File: src/rtl/dram_ring_pkg.sv
// Shared types and constants for the DRAM ring-buffer command arbiter.
// State encoding is visible on the debug port, so the values are fixed.
package dram_ring_pkg;

  typedef enum logic [2:0] {
    IDLE     = 3'd0,
    WR_BURST = 3'd1,
    RD_CMD   = 3'd2,
    RD_WAIT  = 3'd3,
    TURN     = 3'd4
  } state_t;

  localparam int ADDR_W_DEF    = 24;
  localparam int BURST_LEN_DEF = 4;

  localparam logic CMD_RD = 1'b1;
  localparam logic CMD_WR = 1'b0;

endpackage

File: src/rtl/dram_ring_wptr.sv
// Ring write pointer: wraps naturally at 2^ADDR_W, and flags a read
// address that has caught up with the next word to be written.
module dram_ring_wptr
  import dram_ring_pkg::*;
#(
  parameter int ADDR_W = ADDR_W_DEF
) (
  input  logic              clk,
  input  logic              rst,
  input  logic              inc,
  input  logic [ADDR_W-1:0] rd_addr,
  output logic [ADDR_W-1:0] wr_ptr,
  output logic              empty
);

  always_ff @(posedge clk or posedge rst) begin
    if (rst) begin
      wr_ptr <= '0;
    end else if (inc) begin
      wr_ptr <= wr_ptr + ADDR_W'(1);
    end
  end

  assign empty = (rd_addr == wr_ptr);

endmodule

File: src/rtl/dram_ring_arbiter.sv
// Shares the ring DRAM command port between capture write bursts and
// single-word BRAM-fill reads. Build with DRAM_RD_TIMEOUT_EN for rd_err.
module dram_ring_arbiter
  import dram_ring_pkg::*;
#(
  parameter int ADDR_W      = ADDR_W_DEF,
  parameter int BURST_LEN   = BURST_LEN_DEF,
  parameter int WR_HI_WATER = 8,
  parameter int RD_TIMEOUT  = 255
) (
  input  logic              clk,
  input  logic              rst,
  input  logic              wr_req,
  input  logic [7:0]        wr_fill,
  output logic              wr_pop,
  input  logic              rd_req,
  input  logic [ADDR_W-1:0] rd_addr,
  output logic              rd_grant,
  output logic              rd_done,
  output logic              rd_empty,
  output logic              dram_cmd_valid,
  output logic              dram_cmd_rnw,
  output logic [ADDR_W-1:0] dram_cmd_addr,
  input  logic              dram_cmd_ready,
  input  logic              dram_rd_valid,
  output logic [ADDR_W-1:0] wr_ptr,
`ifdef DRAM_RD_TIMEOUT_EN
  output logic              rd_err,
`endif
  output logic [2:0]        state
);

  localparam int CNT_W = 5;

  if (BURST_LEN < 1 || BURST_LEN > 16 ||
      (BURST_LEN & (BURST_LEN - 1)) != 0) begin : g_bad_burst
    $error("BURST_LEN must be a power of 2 in 1..16");
  end
  if (RD_TIMEOUT < 1 || RD_TIMEOUT > 255) begin : g_bad_to
    $error("RD_TIMEOUT must be in 1..255");
  end

  state_t            cur_st;
  state_t            nxt_st;
  logic              last_rd;
  logic [CNT_W-1:0]  beat_cnt;
  logic [ADDR_W-1:0] rd_addr_q;
  logic              hi_water;
  logic              can_rd;
  logic              burst_end;
  logic              timeout;

  dram_ring_wptr #(
    .ADDR_W(ADDR_W)
  ) u_wptr (
    .clk    (clk),
    .rst    (rst),
    .inc    (wr_pop),
    .rd_addr(rd_addr),
    .wr_ptr (wr_ptr),
    .empty  (rd_empty)
  );

  assign hi_water  = (wr_fill >= 8'(WR_HI_WATER));
  assign can_rd    = rd_req && !rd_empty;
  assign wr_pop    = (cur_st == WR_BURST) && dram_cmd_ready;
  assign rd_grant  = (cur_st == RD_CMD) && dram_cmd_ready;
  assign rd_done   = (cur_st == RD_WAIT) && dram_rd_valid;
  assign burst_end = wr_pop &&
                     (beat_cnt == CNT_W'(BURST_LEN - 1));

`ifdef DRAM_RD_TIMEOUT_EN
  logic [7:0] wd_cnt;

  // Cleared while the read command is pending, so RD_WAIT starts at 0.
  always_ff @(posedge clk or posedge rst) begin
    if (rst) begin
      wd_cnt <= '0;
    end else if (cur_st == RD_CMD) begin
      wd_cnt <= '0;
    end else if (cur_st == RD_WAIT) begin
      wd_cnt <= wd_cnt + 8'd1;
    end
  end

  assign timeout = (cur_st == RD_WAIT) && !dram_rd_valid &&
                   (wd_cnt == 8'(RD_TIMEOUT));
  assign rd_err  = timeout;
`else
  assign timeout = 1'b0;
`endif

  always_comb begin
    nxt_st = cur_st;
    unique case (cur_st)
      IDLE: begin
        if (wr_req && hi_water) begin
          nxt_st = WR_BURST;
        end else if (wr_req && can_rd) begin
          nxt_st = last_rd ? WR_BURST : RD_CMD;
        end else if (wr_req) begin
          nxt_st = WR_BURST;
        end else if (can_rd) begin
          nxt_st = RD_CMD;
        end
      end
      WR_BURST: if (burst_end) nxt_st = TURN;
      RD_CMD:   if (rd_grant) nxt_st = RD_WAIT;
      RD_WAIT:  if (rd_done || timeout) nxt_st = TURN;
      TURN:     nxt_st = IDLE;
      default:  nxt_st = IDLE;
    endcase
  end

  always_ff @(posedge clk or posedge rst) begin
    if (rst) begin
      cur_st    <= IDLE;
      last_rd   <= 1'b1;
      beat_cnt  <= '0;
      rd_addr_q <= '0;
    end else begin
      cur_st <= nxt_st;
      if (burst_end) begin
        beat_cnt <= '0;
        last_rd  <= 1'b0;
      end else if (wr_pop) begin
        beat_cnt <= beat_cnt + CNT_W'(1);
      end
      if (rd_grant) begin
        last_rd <= 1'b1;
      end
      if (cur_st == IDLE && nxt_st == RD_CMD) begin
        rd_addr_q <= rd_addr;
      end
    end
  end

  assign dram_cmd_valid = (cur_st == WR_BURST) ||
                          (cur_st == RD_CMD);
  assign dram_cmd_rnw   = (cur_st == RD_CMD) ? CMD_RD : CMD_WR;

  always_comb begin
    dram_cmd_addr = '0;
    unique case (1'b1)
      cur_st == WR_BURST: dram_cmd_addr = wr_ptr;
      cur_st == RD_CMD:   dram_cmd_addr = rd_addr_q;
      default:            dram_cmd_addr = '0;
    endcase
  end

  assign state = cur_st;

endmodule

File: config.mk
export PLATFORM = sky130hd
export DESIGN_NAME = dram_ring_arbiter
export DESIGN_NICKNAME = d
export VERILOG_FILES = /design/src/rtl/dram_ring_pkg.sv /design/src/rtl/dram_ring_wptr.sv /design/src/rtl/dram_ring_arbiter.sv
export SDC_FILE = /design/constraint.sdc
export NUM_CORES = 1
export LEC_CHECK = 0
export CAP_MARGIN = 30
export CORE_MARGIN = 2
export CORE_UTILIZATION = 30
export CTS_BUF_LIST = sky130_fd_sc_hd__clkbuf_8
export CTS_CLUSTER_SIZE = 28
export DETAILED_ROUTE_END_ITERATION = 8
export DONT_BUFFER_PORTS = 1
export HOLD_SLACK_MARGIN = 0.1
export SYNTH_ARGS = -nofsm -noshare
export SYNTH_HDL_FRONTEND = slang
export SYNTH_HIERARCHICAL = 1
export SYNTH_SLANG_ARGS = --single-unit
File: constraint.sdc
create_clock -name clk -period 7.27 [get_ports clk]
set_input_delay 1.454 -clock clk [delete_from_list [all_inputs] [get_ports clk]]
set_output_delay 1.454 -clock clk [all_outputs]
set_load 0.02 [all_outputs]
# [Word level (Yosys, flattened, before mapping)]
# Index checks and enable logic that the tools add are counted.
# Widths: inputs -> output; s select.
[word_totals] output_inout_bits=57 input_bits=38 ff_bits=57 elab_cells=42
[op_classes] n_reduce_logical=13 magnitude_cmp=1 n_addsub=2 n_eq_ne=6 n_mux=15
[ops] op="$pmux 24 s2" count=1
[ops] op="$add 24x1->24 const B" count=1
[ops] op="$eq 24x24->1" count=1
[ops] op="$mux 3" count=7
[ops] op="$pmux 3 s4" count=1
[ops] op="$mux 5" count=2
[ops] op="$eq 3x2->1 const B" count=3
[ops] op="$ge 8x4->1 const B" count=1
[ops] op="$logic_and 1x1->1" count=8
[ops] op="$add 5x1->5 const B" count=1
[ops] op="$eq 5x2->1 const B" count=1
[ops] op="$reduce_bool 2->1" count=2
[ops] op="$eq 3x1->1 const B" count=1
[ops] op="$logic_not 3->1" count=1
[ops] op="$mux 1" count=3
[ops] op="$mux 2" count=1
[ops] op="$logic_not 1->1" count=1
[ops] op="$logic_or 1x1->1" count=1

# [Logic depth before layout (Yosys ltp)]
# Gate-level depths: netlist of run 1.
[depth] depth_word=10 mapped_depth=10

# [Hierarchy]
# The synthesis of run 1 kept the hierarchy.
[by_module_without_submodules] module="dram_ring_arbiter" seq_area_each_um2=827.0 n_inst=1 cells_per_inst=130 area_each_um2=1711.6
[by_module_without_submodules] module="dram_ring_wptr" seq_area_each_um2=600.6 n_inst=1 cells_per_inst=133 area_each_um2=1406.3

# [Worst setup path after synthesis of run 1]
# OpenSTA, ideal clock, no wires.
[synth_timing] kind="input -> output" from="input rd_addr[18]" to="output rd_empty" slack_ps=3304 required_time_ps=5816 arrival_time_ps=2512 path_stages=4 cell_sequence="xor2_1 nor4_1 nand4_1 nor3_1"
[synth_between] elab_chain_len=1
[synth_rtl] element="start: declaration" line="dram_ring_arbiter.sv:17" text="input logic [ADDR_W-1:0] rd_addr,"
[synth_rtl] element="$eq 24x24->1" line="dram_ring_wptr.sv:24" text="assign empty = (rd_addr == wr_ptr);"
[synth_rtl] element="end: declaration" line="dram_ring_arbiter.sv:20" text="output logic rd_empty,"
# No other way between the ends.

# [Worst setup path in the final report of run 1]
[layout_timing] from="input rd_addr[19]" to="output rd_empty"
# Same word-level chain as after synthesis.

==> results of run 1 <==
final cells by class:
cell class | instances | area [um^2]
well taps | 136 | 170
inverters | 3 | 11.3
fillers | 1036 | 6760
clock inverters | 7 | 56.3
multi-input cells | 190 | 1610
repair buffers | 4 | 30.0
clock buffers | 9 | 124
flip-flops and latches | 57 | 1430
power by group through the flow:
| stage | Clock [W] | Sequential [W] | Combinational (W) |
|---|---|---|---|
| floorplan | 0 | 0.000524 | 0.000376 |
| global placement | 0 | 0.000565 | 0.000413 |
| detailed placement | 0 | 0.000570 | 0.000421 |
| CTS | 0.000276 | 0.000564 | 0.000423 |
| global route | 0.000291 | 0.000584 | 0.000452 |
| finish | 0.000270 | 0.000565 | 0.000419 |
worst paths after layout:
kind	from	endpoint	slack [ps]
max in group asynchronous	rst	u_wptr/wr_ptr[22]	5490
min	beat_cnt[4]	beat_cnt[4]	480
max	rd_addr[19]	rd_empty	2980
max reg2reg	state[0]	u_wptr/wr_ptr[21]	3770
min in group asynchronous	rst	rd_addr_q[4]	1090
min reg2reg	beat_cnt[4]	beat_cnt[4]	480
layer usage:
metal | track usage, % | vias up | share of wire, %
met5 | 0 | - | 0
met4 | 6.67 | 0 | 2.8
met3 | 6.56 | 15 | 9.3
met2 | 24.3 | 79 | 48
met1 | 17.5 | 1053 | 40
li1 | - | 958 | -
sequential cells by signal, summed over array words and instances (netlist names):
| signal | cells |
|---|---|
| u_wptr/wr_ptr | 24 |
| state | 3 |
| beat_cnt | 5 |
| last_rd | 1 |
| rd_addr_q | 24 |
logic make-up (layout without fill, tap and decap cells):
family / after synthesis / in the layout / share of synthesized area, %
multiplexers: 28 / 28 / 12.5
flip-flops: 57 / 57 / 45.8
buffers and inverters: 16 / 23 / 2.97
adder cells (fa/ha/maj): 2 / 2 / 0.802
AND/OR/NAND/NOR: 79 / 79 / 15.5
AO/OA/AOI/OAI: 32 / 32 / 8.63
XOR/XNOR: 49 / 49 / 13.8
Yosys cell counts, types with 2 or more instances:
cell type	instances
nand4_1	13
mux2_4	20
dfrtp_1	56
nor4_1	9
inv_1	3
ha_1	2
nor3_1	4
clkbuf_1	6
nor2_1	10
buf_4	2
buf_6	3
buf_2	2
nand2_1	15
mux2_2	8
and3_1	3
a21o_1	2
a22o_1	24
and2_1	2
xor2_1	28
nand3_1	7
or3_4	2
nand2_2	2
xnor2_1	21
metrics by stage:
step,hold slack [ps],util [%]
3_5_place_dp,473,31.9
3_3_place_gp,464,31.9
6_report,477,33.6
5_1_grt,522,33.6
4_1_cts,486,33.6
2_1_floorplan,446,-
==> impl_metrics.toml, run 1 <==
[run_status]
status = "finished clean"

[place]
dpl_worst_slack_ps = 3010
dp.cells = 390
port_buffers = 0
placed_area_um2 = 3250
dp_hpwl_mm = 6.11
place_congestion = 0.824

[clock_network]
cts-htree-levels = 3
cts_made_buffers = 9
cts_tree = "yes"
ctsResizeCount = 0
hold_buffers = 0
clk_path_buf_depth = 2
clock_latency_ps = 340
cts_setup_buffers = 0
clkTransAtPathRegs_ps = 70
root_buffer = "clkbuf_8"
cts.sinks = 57

[detailed_routing]
vias = 2105
dr.pass1.iters = 4
avgRoutedWirePerCell_um = 20.4
detail-route-antenna-nets = 0
finalWirelength_mm = 8.27
drc = 0
via_per_inst = 5.18
drt-initial-drc-count = 144

[setup_path]
rr_worst_depth = 7
cp-start-kind = "primary input"
required_ps = 5820
crit_path_top_delay_cell = "nor3_1"
path_delay_family = "simple AND/OR/NAND/NOR gates"
crit_fanout = 3
path_buf_inv = 0
critPathCaptureType = "primary output"
critical_path.cell_chain = "xor2_1 > nor4_1 > nand4_1 > nor3_1"
critical_path_class = "primary input to primary output"
critPathArrivalTime_ps = 2840
critical_path_depth = 4
max_stage_delay_ps = 680

[timing]
clock.fmax_ghz = 0.233
tns_ps = 0
fin_crit_ps = 4290
hold_viol = 0
final_max_slew_viol_count = 0
worst_pin_slew_ps = 931
timing.slew.headroom_pct = 37.8
finalSetupViolations = 0
setup_ws_ps = 2980
rsz0062_at_grt = "false"
period_share_pct = 59.0
clock_skew_ps = 9.47

[layout]
fin_cells = 406
layout_common_cells = "56 x dfrtp_1, 28 x xor2_1, 24 x a22o_1, 21 x xnor2_1, 20 x mux2_4"
antennaDiodeCount = 0
fin_nets = 305
drive_above_1_share_pct = 23.0
synthToLayoutAreaGrowth_pct = 9.87
final_area_um2 = 3430
final_common_cell = "dfrtp_1"

[global_routing]
grt_pass1_wl_mm = 12.8
grt_pass1_vias = 2262
grt_use_total_pct = 15.1
grt-ovfl-total = 0
grt_max_degree = 34
antenna_found_initial = 0

[power]
combPwrFrac_pct = 33.4
finalPower_w = 0.00125
pwr-share-seq_pct = 45.1
switching_share_pct = 40.3
irDropWorstVdd_uv = 126
pwr-share-clk_pct = 21.5
switchingPower_w = 0.000505
power.internal_w = 0.000748
p_per_area_nw_per_um2 = 366
leakage_nw = 1.54

[worst_hold_path]
hold_path.class = "flop to flop"
worstHoldPathCells = 1

[logic_synthesis]
async_reset_ff_share_pct = 100
synth_area_um2 = 3120
synth_cell_type_count = 42
seq_area_frac_synth_pct = 45.8
ys_ff_latch = 57
synthCells = 263
synth_top_area_share_pct = 44.9
synth_edf_count = 0
syn-num-nets = 303
synthTopCellsByArea = "dfrtp_1 45%, mux2_4 9.6%, xor2_1 7.9%"
synth_area_leader_cell = "dfrtp_1"
synth_area_per_cell_um2 = 11.9
synth_flop_cell = "dfrtp_1"
yosys_warnings = 6

[floorplanning]
die_area_um2 = 11200
num_rows = 37
die_height_um = 106
ios = 95
core_area_um2 = 10200
start_util_pct = 30.6
die_w_um = 106

[run]
max_cap_violations = 0
Note: power is estimated with default switching activity, not from simulation.
==> run 2: changes to the inputs <==
clock period = 3.65 ns   (was 7.27 ns; I/O delays follow)
==> run 2 against run 1 <==
Worst hold slack lost 350 ps. Register-to-register slack lost 3000 ps. Die area is the same. Count of clock-buffer cells in the layout grew 1. Critical path type is now flop to flop. Power grew 98%. Non-clock buffer count grew 5. Sequential share of layout area shrank 0.23 points. Clock skew shrank 1.5 ps. Cell count grew 0.99%. Via count grew 1.4%. Critical path depth grew 5.
==> impl_metrics.toml, run 2 (synthesized netlist as in run 1, its figures left out) <==
[run_status]
status = "finished clean"

[place]
place_congestion = 0.819
port_buffers = 0
dp_hpwl_mm = 6.06

[timing]
timing.slew.headroom_pct = 37.8
finalSetupViolations = 0
hold_viol = 0
clock.fmax_ghz = 0.343
rsz0062_at_grt = "false"
clock_skew_ps = 7.97
period_share_pct = 80.0
hold_ws_ps = 130
fin_crit_ps = 2920
final_max_slew_viol_count = 0
tns_ps = 0
worst_pin_slew_ps = 932

[power]
switchingPower_w = 0.000966
power.internal_w = 0.00152
pwr-share-seq_pct = 43.5
leakage_nw = 1.58
combPwrFrac_pct = 36.3
p_per_area_nw_per_um2 = 722
pwr-share-clk_pct = 20.2
irDropWorstVdd_uv = 311
switching_share_pct = 38.9

[clock_network]
clk_path_buf_depth = 2
hold_buffers = 0
cts_made_buffers = 9
cts_setup_buffers = 0
cts.sinks = 57
root_buffer = "clkbuf_8"
cts_tree = "yes"
clock_latency_ps = 340
cts-htree-levels = 3
ctsResizeCount = 0
clkTransAtPathRegs_ps = 70

[layout]
final_common_cell = "dfrtp_1"
drive_above_1_share_pct = 23.7
top_regs = "rd_addr_q: 24 flops, u_wptr/wr_ptr: 24 flops, beat_cnt: 5 flops"
antennaDiodeCount = 0
synthToLayoutAreaGrowth_pct = 10.5
final_util_pct = 33.8
layout_common_cells = "56 x dfrtp_1, 28 x xor2_1, 24 x a22o_1, 21 x xnor2_1, 20 x mux2_4"
fin_nets = 310

[setup_path]
required_ps = 3870
crit_fanout = 24
critPathCaptureType = "flop"
cp-start-kind = "flop"
critical_path_class = "flop to flop"
critPathArrivalTime_ps = 3140

[floorplanning]
ios = 95
start_util_pct = 30.6
die_height_um = 106
core_area_um2 = 10200
die_area_um2 = 11200
num_rows = 37
die_w_um = 106

[detailed_routing]
finalWirelength_mm = 8.34
drt-initial-drc-count = 180
drc = 0
avgRoutedWirePerCell_um = 20.4
vias = 2135
via_per_inst = 5.21
detail-route-antenna-nets = 0
dr.pass1.iters = 4

[global_routing]
grt_pass1_vias = 2206
grt_max_degree = 32
grt_use_total_pct = 15.3
antenna_found_initial = 0
grt_pass1_wl_mm = 12.9
grt-ovfl-total = 0

[run]
max_cap_violations = 0

[worst_hold_path]
hold_path.class = "primary input to asynchronous set/reset pin"
==> run 2: cell count changes in the layout (fill, tap and decap cells not counted), sizes merged <==
cell / previous run / this run
clkinvlp: 4 / 0
buf: 4 / 9
clkbuf: 9 / 10
clkinv: 2 / 4
==> run 2: worst max-delay path: stages (launching register included) <==
cell and delay [ps]:
dfrtp_1 620, xor2_1 320, nor4_1 100, nand4_1 120
nor3_1 60, buf_4 160, or3b_1 380, a2111o_1 400
buf_4 280, mux2_4 340
==> run 2: path summary, 6_finish.rpt <==
kind	startpoint	endpoint	slack [ps]	cells past startpoint
max	u_wptr/wr_ptr[3]	rd_addr_q[22]	730	9
min	rst	rd_addr_q[3]	130	1
max reg2reg	u_wptr/wr_ptr[3]	rd_addr_q[22]	730	9
min reg2reg	beat_cnt[4]	beat_cnt[4]	480	1
max in group asynchronous	rst	u_wptr/wr_ptr[19]	2590	1
min in group clk	beat_cnt[4]	beat_cnt[4]	480	1
==> run 2: layout make-up <==
cell class	count	area, um^2
clock buffers	10	138
clock inverters	5	23.8
fillers	1023	6740
inverters	3	11.3
multi-input cells	190	1610
flip-flops and latches	57	1430
well taps	136	170
repair buffers	9	67.6
==> run 2: through the flow <==
| stage | total power [W] | std cells | instance area [um^2] | setup WS, ps |
|---|---|---|---|---|
| after floorplan | 0.00179 | 263 | 3120 | 829 |
| after global placement | 0.00198 | 395 | 3280 | 744 |
| after detailed placement | 0.00200 | 395 | 3280 | 715 |
| after CTS | 0.00251 | 410 | 3440 | 758 |
| after global routing | 0.00264 | 410 | 3440 | 569 |
| final | 0.00249 | 410 | 3440 | 731 |
==> run 2: metal layers <==
layer  share of wire [%]  track usage [%]  routed length, um  vias up
met5                   0                0                  0        -
met3                 8.4             6.68                702       10
met4                 2.0             6.02                166        0
met2                  47             23.6               3940       71
met1                  42             18.8               3530     1089
li1                    -                -                  -      965
==> run 2: power groups by stage <==
stage	sequential [W]	clock, W	combinational [W]
after floorplan	0.00104	0	0.000749
after global placement	0.00108	0	0.000893
after detailed placement	0.00109	0	0.000908
after CTS	0.00108	0.000518	0.000912
after global routing	0.00111	0.000554	0.000972
final	0.00108	0.000503	0.000902
